### src/rtl/arbitro_rr_pkg.sv
// Shared constants and index type for the transaction-layer round-robin arbiter.
package arbitro_rr_pkg;

  localparam int unsigned NUM_FIFOS      = 4;
  localparam int unsigned IDX_W          = 2;
  localparam int unsigned DATA_WIDTH_DEF = 6;
  localparam int unsigned DEST_MSB       = DATA_WIDTH_DEF - 1;
  localparam int unsigned DEST_LSB       = DATA_WIDTH_DEF - IDX_W;

  typedef logic [IDX_W-1:0] fifo_idx_t;

  function automatic logic [NUM_FIFOS-1:0] onehot(input fifo_idx_t idx);
    onehot      = '0;
    onehot[idx] = 1'b1;
  endfunction

endpackage

### src/rtl/arbitro_rr_if.sv
// FIFO-side signal bundle of the arbiter: input FIFO heads/flags and output FIFO strobes/bus.
interface arbitro_rr_if
  import arbitro_rr_pkg::*;
#(
  parameter int unsigned DATA_WIDTH = 6
);

  logic [NUM_FIFOS-1:0]  empty_in;
  logic [DATA_WIDTH-1:0] data_in_0;
  logic [DATA_WIDTH-1:0] data_in_1;
  logic [DATA_WIDTH-1:0] data_in_2;
  logic [DATA_WIDTH-1:0] data_in_3;
  logic [NUM_FIFOS-1:0]  almost_full_out;
  logic [NUM_FIFOS-1:0]  pop_in;
  logic [NUM_FIFOS-1:0]  push_out;
  logic [DATA_WIDTH-1:0] data_out;
  logic                  idle;

  modport master (
    input  empty_in, data_in_0, data_in_1, data_in_2, data_in_3, almost_full_out,
    output pop_in, push_out, data_out, idle
  );

  modport slave (
    output empty_in, data_in_0, data_in_1, data_in_2, data_in_3, almost_full_out,
    input  pop_in, push_out, data_out, idle
  );

endinterface

### src/rtl/arbitro_rr_rr_selector.sv
// Combinational round-robin pick: first eligible input after last_grant, wrapping mod 4.
module rr_selector
  import arbitro_rr_pkg::*;
(
  input  logic [NUM_FIFOS-1:0] eligible,
  input  fifo_idx_t            last_grant,
  output logic                 grant_valid,
  output fifo_idx_t            grant_idx
);

  always_comb begin
    fifo_idx_t cand;
    grant_valid = 1'b0;
    grant_idx   = last_grant;
    cand        = last_grant;
    // Offset 4 wraps back onto last_grant itself, so it is considered last.
    for (int unsigned k = 1; k <= NUM_FIFOS; k++) begin
      cand = last_grant + fifo_idx_t'(k);
      if (!grant_valid && eligible[cand]) begin
        grant_valid = 1'b1;
        grant_idx   = cand;
      end
    end
  end

endmodule

### src/rtl/arbitro_rr.sv
// Round-robin mover from 4 input FIFOs to 4 destination-addressed output FIFOs,
// one combinational pop per cycle and a registered push one cycle later.
module arbitro_rr #(
  parameter int unsigned DATA_WIDTH = 6,
  parameter int unsigned NUM_FIFOS  = 4
) (
  input  logic          clk,
  input  logic          rst_l,
  input  logic          enable,
  arbitro_rr_if.master  bus
);

  import arbitro_rr_pkg::IDX_W;
  import arbitro_rr_pkg::fifo_idx_t;
  import arbitro_rr_pkg::onehot;

  logic [DATA_WIDTH-1:0] data_arr [NUM_FIFOS];
  fifo_idx_t             dest     [NUM_FIFOS];
  logic [NUM_FIFOS-1:0]  eligible;
  logic                  grant_valid;
  fifo_idx_t             grant_idx;
  fifo_idx_t             last_grant;
  logic [NUM_FIFOS-1:0]  push_q;
  logic [DATA_WIDTH-1:0] data_q;

  assign data_arr[0] = bus.data_in_0;
  assign data_arr[1] = bus.data_in_1;
  assign data_arr[2] = bus.data_in_2;
  assign data_arr[3] = bus.data_in_3;

  always_comb begin
    for (int unsigned i = 0; i < NUM_FIFOS; i++) begin
      dest[i]     = data_arr[i][DATA_WIDTH-1 -: IDX_W];
      eligible[i] = enable && !bus.empty_in[i] && !bus.almost_full_out[dest[i]];
    end
  end

  rr_selector u_sel (
    .eligible    (eligible),
    .last_grant  (last_grant),
    .grant_valid (grant_valid),
    .grant_idx   (grant_idx)
  );

  always_ff @(posedge clk or negedge rst_l) begin
    if (!rst_l) begin
      last_grant <= fifo_idx_t'(NUM_FIFOS - 1);
      push_q     <= '0;
      data_q     <= '0;
    end else if (grant_valid) begin
      last_grant <= grant_idx;
      push_q     <= onehot(dest[grant_idx]);
      data_q     <= data_arr[grant_idx];
    end else begin
      push_q     <= '0;
    end
  end

  // Pop is masked during reset because the eligibility path is purely combinational.
  assign bus.pop_in   = (grant_valid && rst_l) ? onehot(grant_idx) : '0;
  assign bus.push_out = push_q;
  assign bus.data_out = data_q;
  assign bus.idle     = (&bus.empty_in) && (push_q == '0);

endmodule

### src/flat_wrapper.sv
// flat-port wrapper written by rule: the top's interface ports become plain ports
module arbitro_rr_flat import arbitro_rr_pkg::IDX_W; import arbitro_rr_pkg::fifo_idx_t; import arbitro_rr_pkg::onehot;
#(
  parameter int unsigned DATA_WIDTH = 6,
  parameter int unsigned NUM_FIFOS  = 4
)
  (clk, rst_l, enable, bus_empty_in, bus_data_in_0, bus_data_in_1, bus_data_in_2, bus_data_in_3, bus_almost_full_out, bus_pop_in, bus_push_out, bus_data_out, bus_idle);
  arbitro_rr_if #(.DATA_WIDTH(DATA_WIDTH)) bus_i ();
  input  logic clk;
  input  logic rst_l;
  input  logic enable;
  input wire logic [$bits(bus_i.empty_in)-1:0] bus_empty_in;
  input wire logic [$bits(bus_i.data_in_0)-1:0] bus_data_in_0;
  input wire logic [$bits(bus_i.data_in_1)-1:0] bus_data_in_1;
  input wire logic [$bits(bus_i.data_in_2)-1:0] bus_data_in_2;
  input wire logic [$bits(bus_i.data_in_3)-1:0] bus_data_in_3;
  input wire logic [$bits(bus_i.almost_full_out)-1:0] bus_almost_full_out;
  output wire logic [$bits(bus_i.pop_in)-1:0] bus_pop_in;
  output wire logic [$bits(bus_i.push_out)-1:0] bus_push_out;
  output wire logic [$bits(bus_i.data_out)-1:0] bus_data_out;
  output wire logic [$bits(bus_i.idle)-1:0] bus_idle;
  assign bus_i.empty_in = bus_empty_in;
  assign bus_i.data_in_0 = bus_data_in_0;
  assign bus_i.data_in_1 = bus_data_in_1;
  assign bus_i.data_in_2 = bus_data_in_2;
  assign bus_i.data_in_3 = bus_data_in_3;
  assign bus_i.almost_full_out = bus_almost_full_out;
  assign bus_pop_in = bus_i.pop_in;
  assign bus_push_out = bus_i.push_out;
  assign bus_data_out = bus_i.data_out;
  assign bus_idle = bus_i.idle;
  arbitro_rr #(.DATA_WIDTH(DATA_WIDTH), .NUM_FIFOS(NUM_FIFOS)) u_core (.clk(clk), .rst_l(rst_l), .enable(enable), .bus(bus_i));
endmodule
### config.mk
export PLATFORM = sky130hd
export DESIGN_NAME = arbitro_rr_flat
export DESIGN_NICKNAME = d
export VERILOG_FILES = /design/src/rtl/arbitro_rr_pkg.sv /design/src/rtl/arbitro_rr_if.sv /design/src/rtl/arbitro_rr_rr_selector.sv /design/src/rtl/arbitro_rr.sv /design/src/flat_wrapper.sv
export SDC_FILE = /design/constraint.sdc
export NUM_CORES = 1
export LEC_CHECK = 0
export ABC_AREA = 1
export CAP_MARGIN = 20
export CORE_ASPECT_RATIO = 0.5
export CORE_MARGIN = 5
export CORE_UTILIZATION = 48
export CTS_CLUSTER_SIZE = 20
export DETAILED_ROUTE_END_ITERATION = 10
export GPL_ROUTABILITY_DRIVEN = 0
export GPL_TIMING_DRIVEN = 0
export PLACE_DENSITY = 0.95
export SYNTH_ARGS = -nofsm -noshare
export SYNTH_HDL_FRONTEND = slang
export SYNTH_SLANG_ARGS = --single-unit
### constraint.sdc
create_clock -name clk -period 5.25 [get_ports clk]
set_input_delay 1.05 -clock clk [delete_from_list [all_inputs] [get_ports clk]]
set_output_delay 1.05 -clock clk [all_outputs]
set_load 0.01 [all_outputs]
# ---- Word-level counts from Yosys, hierarchy flattened
# Index checks and enable logic that the tools add are counted.
# W data, S select, Z words.
dict set report totals {
  reg_bits 12
  latchBits 0
  ram_bits 0
  mem_bits_ro 0
  in_bits 35
  out_inout_bits 15
  memories 0
}
dict set report op_classes {
  n_addsub 3
  multipliers 0
  div_mod_pow 0
  n_lt_le_gt_ge 13
  eq_ne 0
  shifts 0
  muxes 36
  n_bitwise 1
  reduce_logical 28
}
# cell n
set ops {}
lappend ops {{$lt A2 B3 Y1 const B} 10}
lappend ops {{$bmux W1 S2} 8}
lappend ops {{$logic_and A1 B1 Y1} 15}
lappend ops {{$mux W1} 14}
lappend ops {{$bmux W6 S2} 1}
lappend ops {{$mux W2} 6}
lappend ops {{$mux W6} 2}
lappend ops {{$logic_not A1 Y1} 11}
lappend ops {{$mux W4} 2}
lappend ops {{$add A2 B2 Y2 const B} 2}
lappend ops {{$bmux W2 S2} 1}
lappend ops {{$demux W1 S2} 2}
lappend ops {{$ge A2 B1 Y1 const B} 2}
lappend ops {{$logic_not A4 Y1} 1}
lappend ops {{$reduce_and A4 Y1} 1}
lappend ops {{$ge A3 B3 Y1 const B} 1}
lappend ops {{$not A2 Y3} 1}
lappend ops {{$add A2 B1 Y2 const B} 1}

# ---- Logic depth before layout (Yosys ltp)
# Gate-level depths: netlist of run 1.
dict set report logic_depth {
  ltp_word 25
  depth_mapped 18
  mapped_depth_nobuf 17
}

# ---- By module
# Synthesis of run 1 repeated with hierarchy kept, for this count alone.
dict set report hier_totals {
  cells_unflattened 188
  area_unflattened_um2 1094.8
}
# mod n_inst cells_per_inst area_each_um2 seq_area_each_um2
set by_module_without_submodules {}
lappend by_module_without_submodules {arbitro_rr 1 142 863.3 302.8}
lappend by_module_without_submodules {rr_selector 1 46 231.5 0.0}

# ---- Worst setup path before layout of run 1
# Ideal clock, no wire load.
dict set report synth_timing {
  kind {input to output}
  start {in bus_almost_full_out[1]}
  end {out bus_pop_in[3]}
  t_arrival_ps 2390
  required_time_ps 4200
  path_slack_ps 1810
  cell_stages 14
  cell_sequence {inv_1 -> nand2_1 -> nand3b_2 -> nand3_2 -> nand2_1 -> nand2_1 -> nand2_1 -> nand2_2 -> nand2_2 -> nand3_2 -> nand2_2 -> buf_6 -> inv_2 -> nor3_1}
}
dict set report synth_via {
  elab_chain_cells 21
  word_cells_on_any_way 45
}
# item line
set synth_rtl {}
lappend synth_rtl {{start, declared} flat_wrapper.sv:17} ;# input wire logic [$bits(bus_i.almost_full_out)-1:0] bus_almost_full_out;
lappend synth_rtl {{$bmux W1 S2} arbitro_rr.sv:34} ;# eligible[i] = enable && !bus.empty_in[i] && !bus.almost_full_out[dest[i]];
lappend synth_rtl {{$mux W1 (not written as such)} arbitro_rr.sv:34}
lappend synth_rtl {{$logic_not A1 Y1} arbitro_rr.sv:34}
lappend synth_rtl {{$logic_and A1 B1 Y1} arbitro_rr.sv:34}
lappend synth_rtl {{$bmux W1 S2} arbitro_rr_rr_selector.sv:19} ;# if (!grant_valid && eligible[cand]) begin
lappend synth_rtl {{$mux W1 (not written as such)} arbitro_rr_rr_selector.sv:19}
lappend synth_rtl {{$mux W1} arbitro_rr_rr_selector.sv:19}
lappend synth_rtl {{$logic_not A1 Y1} arbitro_rr_rr_selector.sv:19}
lappend synth_rtl {{[... 5 more ...]} n/a}
lappend synth_rtl {{$logic_not A1 Y1} arbitro_rr_rr_selector.sv:19}
lappend synth_rtl {{$logic_and A1 B1 Y1} arbitro_rr_rr_selector.sv:19}
lappend synth_rtl {{$mux W2} arbitro_rr_rr_selector.sv:19}
lappend synth_rtl {{$lt A2 B3 Y1 (not written as such) / $ge A2 B1 Y1 (equally long branches)} arbitro_rr_pkg.sv:14} ;# onehot[idx] = 1'b1;
lappend synth_rtl {{$logic_and A1 B1 Y1 (not written as such)} arbitro_rr_pkg.sv:14}
lappend synth_rtl {{$mux W1 (not written as such)} arbitro_rr_pkg.sv:14}
lappend synth_rtl {{$demux W1 S2} n/a}
lappend synth_rtl {{$mux W4 (*)} arbitro_rr.sv:60} ;# assign bus.pop_in = (grant_valid && rst_l) ? onehot(grant_idx) : '0;
lappend synth_rtl {{end, declared} flat_wrapper.sv:18} ;# output wire logic [$bits(bus_i.pop_in)-1:0] bus_pop_in;
# Every way passes the cells marked *; elsewhere a longest branch is shown, timed or not. The select of a mux whose other input is x is not followed.

# ---- Worst setup path in the final report of run 1
dict set report layout_timing {
  start {in bus_data_in_0[4]}
  end {out bus_pop_in[3]}
}
dict set report layout_via {
  elab_chain_cells 21
  word_cells_on_any_way 33
}
# item line
set layout_rtl {}
lappend layout_rtl {{start, declared} flat_wrapper.sv:13} ;# input wire logic [$bits(bus_i.data_in_0)-1:0] bus_data_in_0;
lappend layout_rtl {{$bmux W1 S2 (*)} arbitro_rr.sv:34}
lappend layout_rtl {{$mux W1 (not written as such) (*)} arbitro_rr.sv:34}
lappend layout_rtl {{$logic_not A1 Y1 (*)} arbitro_rr.sv:34}
lappend layout_rtl {{$logic_and A1 B1 Y1 (*)} arbitro_rr.sv:34}
lappend layout_rtl {{$bmux W1 S2} arbitro_rr_rr_selector.sv:19}
lappend layout_rtl {{$mux W1 (not written as such)} arbitro_rr_rr_selector.sv:19}
lappend layout_rtl {{$mux W1} arbitro_rr_rr_selector.sv:19}
lappend layout_rtl {{$logic_not A1 Y1} arbitro_rr_rr_selector.sv:19}
lappend layout_rtl {{[... 5 more ...]} n/a}
lappend layout_rtl {{$logic_not A1 Y1} arbitro_rr_rr_selector.sv:19}
lappend layout_rtl {{$logic_and A1 B1 Y1} arbitro_rr_rr_selector.sv:19}
lappend layout_rtl {{$mux W2} arbitro_rr_rr_selector.sv:19}
lappend layout_rtl {{$lt A2 B3 Y1 (not written as such) / $ge A2 B1 Y1 (equally long branches)} arbitro_rr_pkg.sv:14}
lappend layout_rtl {{$logic_and A1 B1 Y1 (not written as such)} arbitro_rr_pkg.sv:14}
lappend layout_rtl {{$mux W1 (not written as such)} arbitro_rr_pkg.sv:14}
lappend layout_rtl {{$demux W1 S2} n/a}
lappend layout_rtl {{$mux W4 (*)} arbitro_rr.sv:60}
# Marks and branches as above.

==> impl_metrics.yaml, run 1 <==
outcome:
  status: "complete, no violations"
min_path:
  min_path_type: "flop to flop"
  min_delay_path_depth: 2
  min_from: "u_core.bus.data_out[4]"
  whs_endpoint: "u_core.bus.data_out[4]"
finish:
  final_layout_size_suffix_gt1_frac: 0.156
  fin_nets: 305
  fillers: 205
  num_antenna_cells: 0
  final_cell_area_mm2: 0.00192
  area_delta_synth_final_pct: 44.5
  fin_cells: 306
grt:
  gr-total-overflow: 0
  grt_max_degree: 15
  antenna_found_initial: 0
  first_global_vias: 1618
  grt_usage: 0.227
  grt_pass1_wl_mm: 7.14
worst_setup_path:
  critPathCaptureType: "output pin"
  r2r_end: "u_core.bus.data_out[1]"
  critPathKind: "primary input to output pin"
  reg2reg_from: "u_core.last_grant[0]"
  critPathArrivalTime_ps: 3670
  cp.required_ps: 4200
  reg2reg_slack_ps: 3130
  crit_fanout: 10
  r2r_cells: 15
  start_kind: "primary input"
synth:
  synth-seq-area-share: 0.228
  ys_types: 23
  ys_warn_count: 0
  avgSynthCellArea_um2: 6.15
  syn-num-nets: 251
  syn_inst: 216
  synthesis.area_mm2: 0.00133
  synth_top_area_share: 0.220
  synth-seq-cells: 12
  synth_top_cells_by_area: "nand2_1, dfrtp_1, nand3_1"
  yosys.area.top_type: "nand2_1"
timing:
  rsz0062_at_grt: "no"
  drv_slew: 0
  fin_crit_ps: 4720
  hold_viol: 0
  worst_pin_slew_ps: 580
  setup_viol: 0
  fin_crit_sh: 0.898
  slew_headroom: 0.612
  finalClockSkew_ps: 5.03
  fmax_ghz: 0.212
  setup_tns_ps: 0
routing:
  drt_iter0_drc: 124
  routedWlPerCell_um: 13.9
  dr_wl_met3_um: 418
  drc: 0
  totalWireLength_mm: 4.24
  drtAntennaViolNets: 0
  m1WireLength_mm: 1.61
  vias_per_cell: 5.53
  met2_length_mm: 2.05
  dr.pass1.iters: 5
  highest_layer: "met4"
  num_vias: 1691
clocking:
  cts_tree: "done"
  root_buffer: "clkbuf_8"
  clk_latency_ps: 250
  cts_hold_buf: 0
  numCtsBuffers: 3
  clk_pin_slew_worst_paths_ps: 50
  clockBufferDepth: 2
  cts_setup_buffers: 0
  h-tree-depth: 1
  cts.sinks: 12
  cts_resized: 0
power:
  p_leak_nw: 0.987
  power.density_mw_per_mm2: 836
  peakVddDrop_uv: 535
placed_design:
  hpwl_mm: 3.28
  post_dp_cell_area_mm2: 0.00187
  placedCellCount: 302
  io_buffers: 49
die:
  start_util: 0.507
  coreArea_mm2: 0.00262
  die_h_um: 47.2
  rows: 13
  ios: 50
  die_area_mm2: 0.00398
  die_w_um: 84.4
run:
  drv_cap: 0
## layout by cell type (no fill, tap or decap)
cell,Yosys,final
buf_6,3,3
nand4_1,8,8
a21oi_1,2,2
nor2_1,11,11
or4_1,1,1
clkbuf_8,0,4
nand2_2,6,6
nand3b_2,1,1
a31oi_1,1,1
buf_4,2,2
nand3_4,1,1
dfstp_2,2,2
inv_1,18,18
nand2_1,78,78
inv_4,2,2
o21ai_1,1,1
clkdlybuf4s50_1,0,49
xnor2_2,1,1
nand3_2,10,10
nand2_4,2,2
nand3_1,46,46
nor3_1,2,2
dfrtp_1,10,10
nand4_2,1,1
inv_2,7,7
## area by class of cell
type,instances,area (um^2),area share
tap,37,46.3,0.0241
multi-input combinational,172,871,0.453
timing repair buffer,49,490,0.255
inverter,27,106,0.0554
buffer,5,48.8,0.0254
sequential,12,303,0.158
clock buffer,4,55.1,0.0287
## synth_stat cells
master and count:
nand2_4 2, dfrtp_1 10, o21ai_1 1, nor2_1 11
nor3_1 2, nand4_2 1, inv_2 7, xnor2_2 1
or4_1 1, a31oi_1 1, nand3_1 46, nand3_4 1
inv_1 18, nand4_1 8, nand2_2 6, nand3b_2 1
nand3_2 10, nand2_1 78, a21oi_1 2, buf_4 2
inv_4 2, dfstp_2 2, buf_6 3
## power by group
group / internal (mW) / total, mW / switching, mW
clock network: 0.0664 / 0.103 / 0.0367
logic: 0.498 / 1.31 / 0.812
registers: 0.160 / 0.192 / 0.0321
## registers in the layout, summed over array words and instances (netlist names)
| signal | count |
|---|---|
| u_core.bus.data_out | 6 |
| u_core.bus.push_out | 4 |
| u_core.last_grant | 2 |
## routing by layer
metal / global-route usage / vias up
met2: 0.425 / 94
met4: 0.107 / 0
li1: - / 811
met1: 0.254 / 762
met3: 0.0630 / 24
met5: 0 / -
## per-stage QoR
| step | hold slack, ps | total power [mW] | setup WS (ps) | utilization |
|---|---|---|---|---|
| 3_5_place_dp | 472 | 1.45 | 611 | 0.712 |
| 6_report | 484 | 1.61 | 534 | 0.733 |
| 3_3_place_gp | 465 | 1.41 | 681 | 0.712 |
| 2_1_floorplan | 516 | 1.11 | 1810 | - |
| 4_1_cts | 489 | 1.59 | 596 | 0.733 |
| 5_1_grt | 512 | 1.76 | 297 | 0.733 |
## kinds of logic after synthesis
| group | after synthesis | share of synthesized area |
|---|---|---|
| xor gates and xnor gates | 1 | 0.0122 |
| DFF | 12 | 0.228 |
| buffers and inverters | 32 | 0.117 |
| AOI/OAI and AO/OA | 4 | 0.0160 |
| and+or+nand+nor | 167 | 0.627 |
## worst max-delay path by stage
stage | startpoint | endpoint | slack, ps | cells past startpoint
4_1_cts | bus_data_in_0[4] | bus_pop_in[3] | 600 | 16
3_5_place_dp | bus_data_in_0[4] | bus_pop_in[3] | 610 | 13
6_report | bus_data_in_0[4] | bus_pop_in[3] | 530 | 16
3_3_place_gp | bus_data_in_2[4] | bus_pop_in[1] | 680 | 12
5_1_grt | bus_data_in_1[4] | bus_pop_in[3] | 300 | 15
2_1_floorplan | bus_almost_full_out[1] | bus_pop_in[3] | 1810 | 14
## worst max-delay path: stages
cell	delay, ps
clkdlybuf4s50_1	480
inv_2	110
nand2_1	50
nand3_1	120
nand3_1	120
nand2_1	100
nand2_1	60
nand2_1	70
nand2_2	100
nand2_2	100
nand3_2	160
nand2_2	160
buf_6	160
inv_2	50
nor3_1	200
clkdlybuf4s50_1	570
Power figures use the tool's default switching activity.
==> run 2, diff against run 1 <==
--- a/config.mk
+++ b/config.mk
@@ -9,7 +9,8 @@
 export CAP_MARGIN = 20
 export CORE_ASPECT_RATIO = 0.5
 export CORE_MARGIN = 5
-export CORE_UTILIZATION = 48
+export CORE_UTILIZATION = 49
+export CTS_BUF_LIST = sky130_fd_sc_hd__clkbuf_4 sky130_fd_sc_hd__clkbuf_8
 export CTS_CLUSTER_SIZE = 20
 export DETAILED_ROUTE_END_ITERATION = 10
 export GPL_ROUTABILITY_DRIVEN = 0
==> impl_metrics.yaml, run 2 (synthesized netlist as in run 1, its figures left out) <==
outcome:
  status: "complete, no violations"
worst_setup_path:
  cp.required_ps: 4200
  path_buf_inv: 5
  cp.depth: 17
  critPathCaptureType: "output pin"
  path_delay_family: "buffers and inverters"
  endpoint: "bus_pop_in[2]"
  cp_common_cell: "nand2_1"
  slowest_stage: "clkdlybuf4s50_1"
  start_kind: "primary input"
  critPathArrivalTime_ps: 3690
  crit_chain: "clkdlybuf4s50_1 -> inv_2 -> nand2_1 -> nand3_1 -> nand3_1 -> nand2_1 -> nand2_1 -> nand2_1 -> nand2_2 -> nand2_2 -> nand3_2 -> nand2_2 -> buf_6 -> inv_2 -> nand3_1 -> nor2_1 -> clkdlybuf4s50_1"
  critPathKind: "primary input to output pin"
  reg2reg_from: "u_core.last_grant[0]"
  r2r_cells: 13
  cpPeakStageDelay_ps: 560
  crit_fanout: 10
  r2r_end: "u_core.bus.push_out[0]"
  crit_start: "bus_data_in_0[4]"
  reg2reg_slack_ps: 3140
power:
  p_sw_frac: 0.545
  internal_power_mw: 0.725
  power.density_mw_per_mm2: 828
  p_leak_nw: 0.987
  peakVddDrop_uv: 488
  p_clk_frac: 0.065
  p_switching_mw: 0.866
  power_frac_comb: 0.815
  seq_power_share: 0.120
finish:
  fin_nets: 305
  fin_util: 0.743
  final_layout_size_suffix_gt1_frac: 0.156
  largest_register_ff_count: 6
  final_cell_mix: "nand2_1, clkdlybuf4s50_1, nand3_1"
  area_delta_synth_final_pct: 44.5
  fin_cells: 306
  num_antenna_cells: 0
  final_common_cell: "nand2_1"
  final_cell_area_mm2: 0.00192
  fillers: 193
die:
  die_area_mm2: 0.00392
  ios: 50
  rows: 13
  die_h_um: 46.8
  coreArea_mm2: 0.00259
  start_util: 0.514
  die_w_um: 83.6
placed_design:
  io_buffers: 49
  post_dp_cell_area_mm2: 0.00187
  placedCellCount: 302
  hpwl_mm: 3.28
clocking:
  cts.sinks: 12
  cts_hold_buf: 0
  clk_latency_ps: 240
  cts_resized: 0
  clk_pin_slew_worst_paths_ps: 60
  numCtsBuffers: 3
  cts_setup_buffers: 0
  root_buffer: "clkbuf_8"
  cts_tree: "done"
  clockBufferDepth: 2
  h-tree-depth: 1
timing:
  fin_crit_sh: 0.903
  slew_headroom: 0.590
  rsz0062_at_grt: "no"
  whs_ps: 489
  hold_viol: 0
  drv_slew: 0
  worst_pin_slew_ps: 613
  fin_crit_ps: 4740
  setup_tns_ps: 0
  fmax_ghz: 0.211
  setup_viol: 0
  finalClockSkew_ps: 1.35
grt:
  grt_usage: 0.220
  first_global_vias: 1511
  gr-total-overflow: 0
  grt_max_degree: 15
  grt_pass1_wl_mm: 6.85
  antenna_found_initial: 0
routing:
  num_vias: 1717
  routedWlPerCell_um: 14.1
  drtAntennaViolNets: 0
  dr.pass1.iters: 5
  vias_per_cell: 5.61
  drt_iter0_drc: 124
  totalWireLength_mm: 4.31
  drc: 0
min_path:
  min_path_type: "flop to flop"
run:
  drv_cap: 0
-- run 2: cell counts in the layout (fill, tap and decap cells not counted) --
Identical to the previous run, type by type.
-- run 2: layout make-up --
| cell class | count | area [um^2] | share of cell area |
|---|---|---|---|
| buffer | 5 | 48.8 | 0.0254 |
| timing repair buffer | 49 | 490 | 0.255 |
| tap | 37 | 46.3 | 0.0241 |
| clock buffer | 4 | 55.1 | 0.0287 |
| sequential | 12 | 303 | 0.158 |
| multi-input combinational | 172 | 871 | 0.453 |
| inverter | 27 | 106 | 0.0554 |
-- run 2: worst min-delay path by stage --
stage	cells past startpoint	endpoint	start
final	2	u_core.bus.data_out[5]	u_core.bus.data_out[5]
after global routing	2	u_core.bus.data_out[4]	u_core.bus.data_out[4]
after CTS	2	u_core.bus.data_out[5]	u_core.bus.data_out[5]
after detailed placement	2	u_core.bus.data_out[2]	u_core.bus.data_out[2]
after global placement	2	u_core.bus.data_out[1]	u_core.bus.data_out[1]
after floorplan	2	u_core.bus.data_out[0]	u_core.bus.data_out[0]
-- run 2: stage by stage --
step                      setup WS (ps)  total power, mW
after CTS                           583             1.58
after global routing                323             1.74
after detailed placement            627             1.45
after floorplan                    1810             1.11
final                               510             1.59
after global placement              683             1.41
-- run 2: metal layers --
layer  vias up  track usage  wire length [um]
met5         -            0                 0
met4         0       0.0705               167
met3        27       0.0298               242
met2        85        0.447              2220
met1       787        0.253              1680
li1        818            -                 -
-- run 2: worst reg2reg max path: cells and delay by family, from the launching register on --
family	cells	cell delay [ps]
compound gates	1	140
buf+inv	3	390
flops	1	560
simple gates	9	900
-- run 2: power by group through the flow --
stage               Clock (mW)  Combinational [mW]  Sequential, mW
finish                   0.103                1.30           0.191
global placement             0                1.22           0.189
global route             0.106                1.43           0.196
detailed placement           0                1.26           0.191
floorplan                    0               0.905           0.206
CTS                      0.102                1.29           0.191
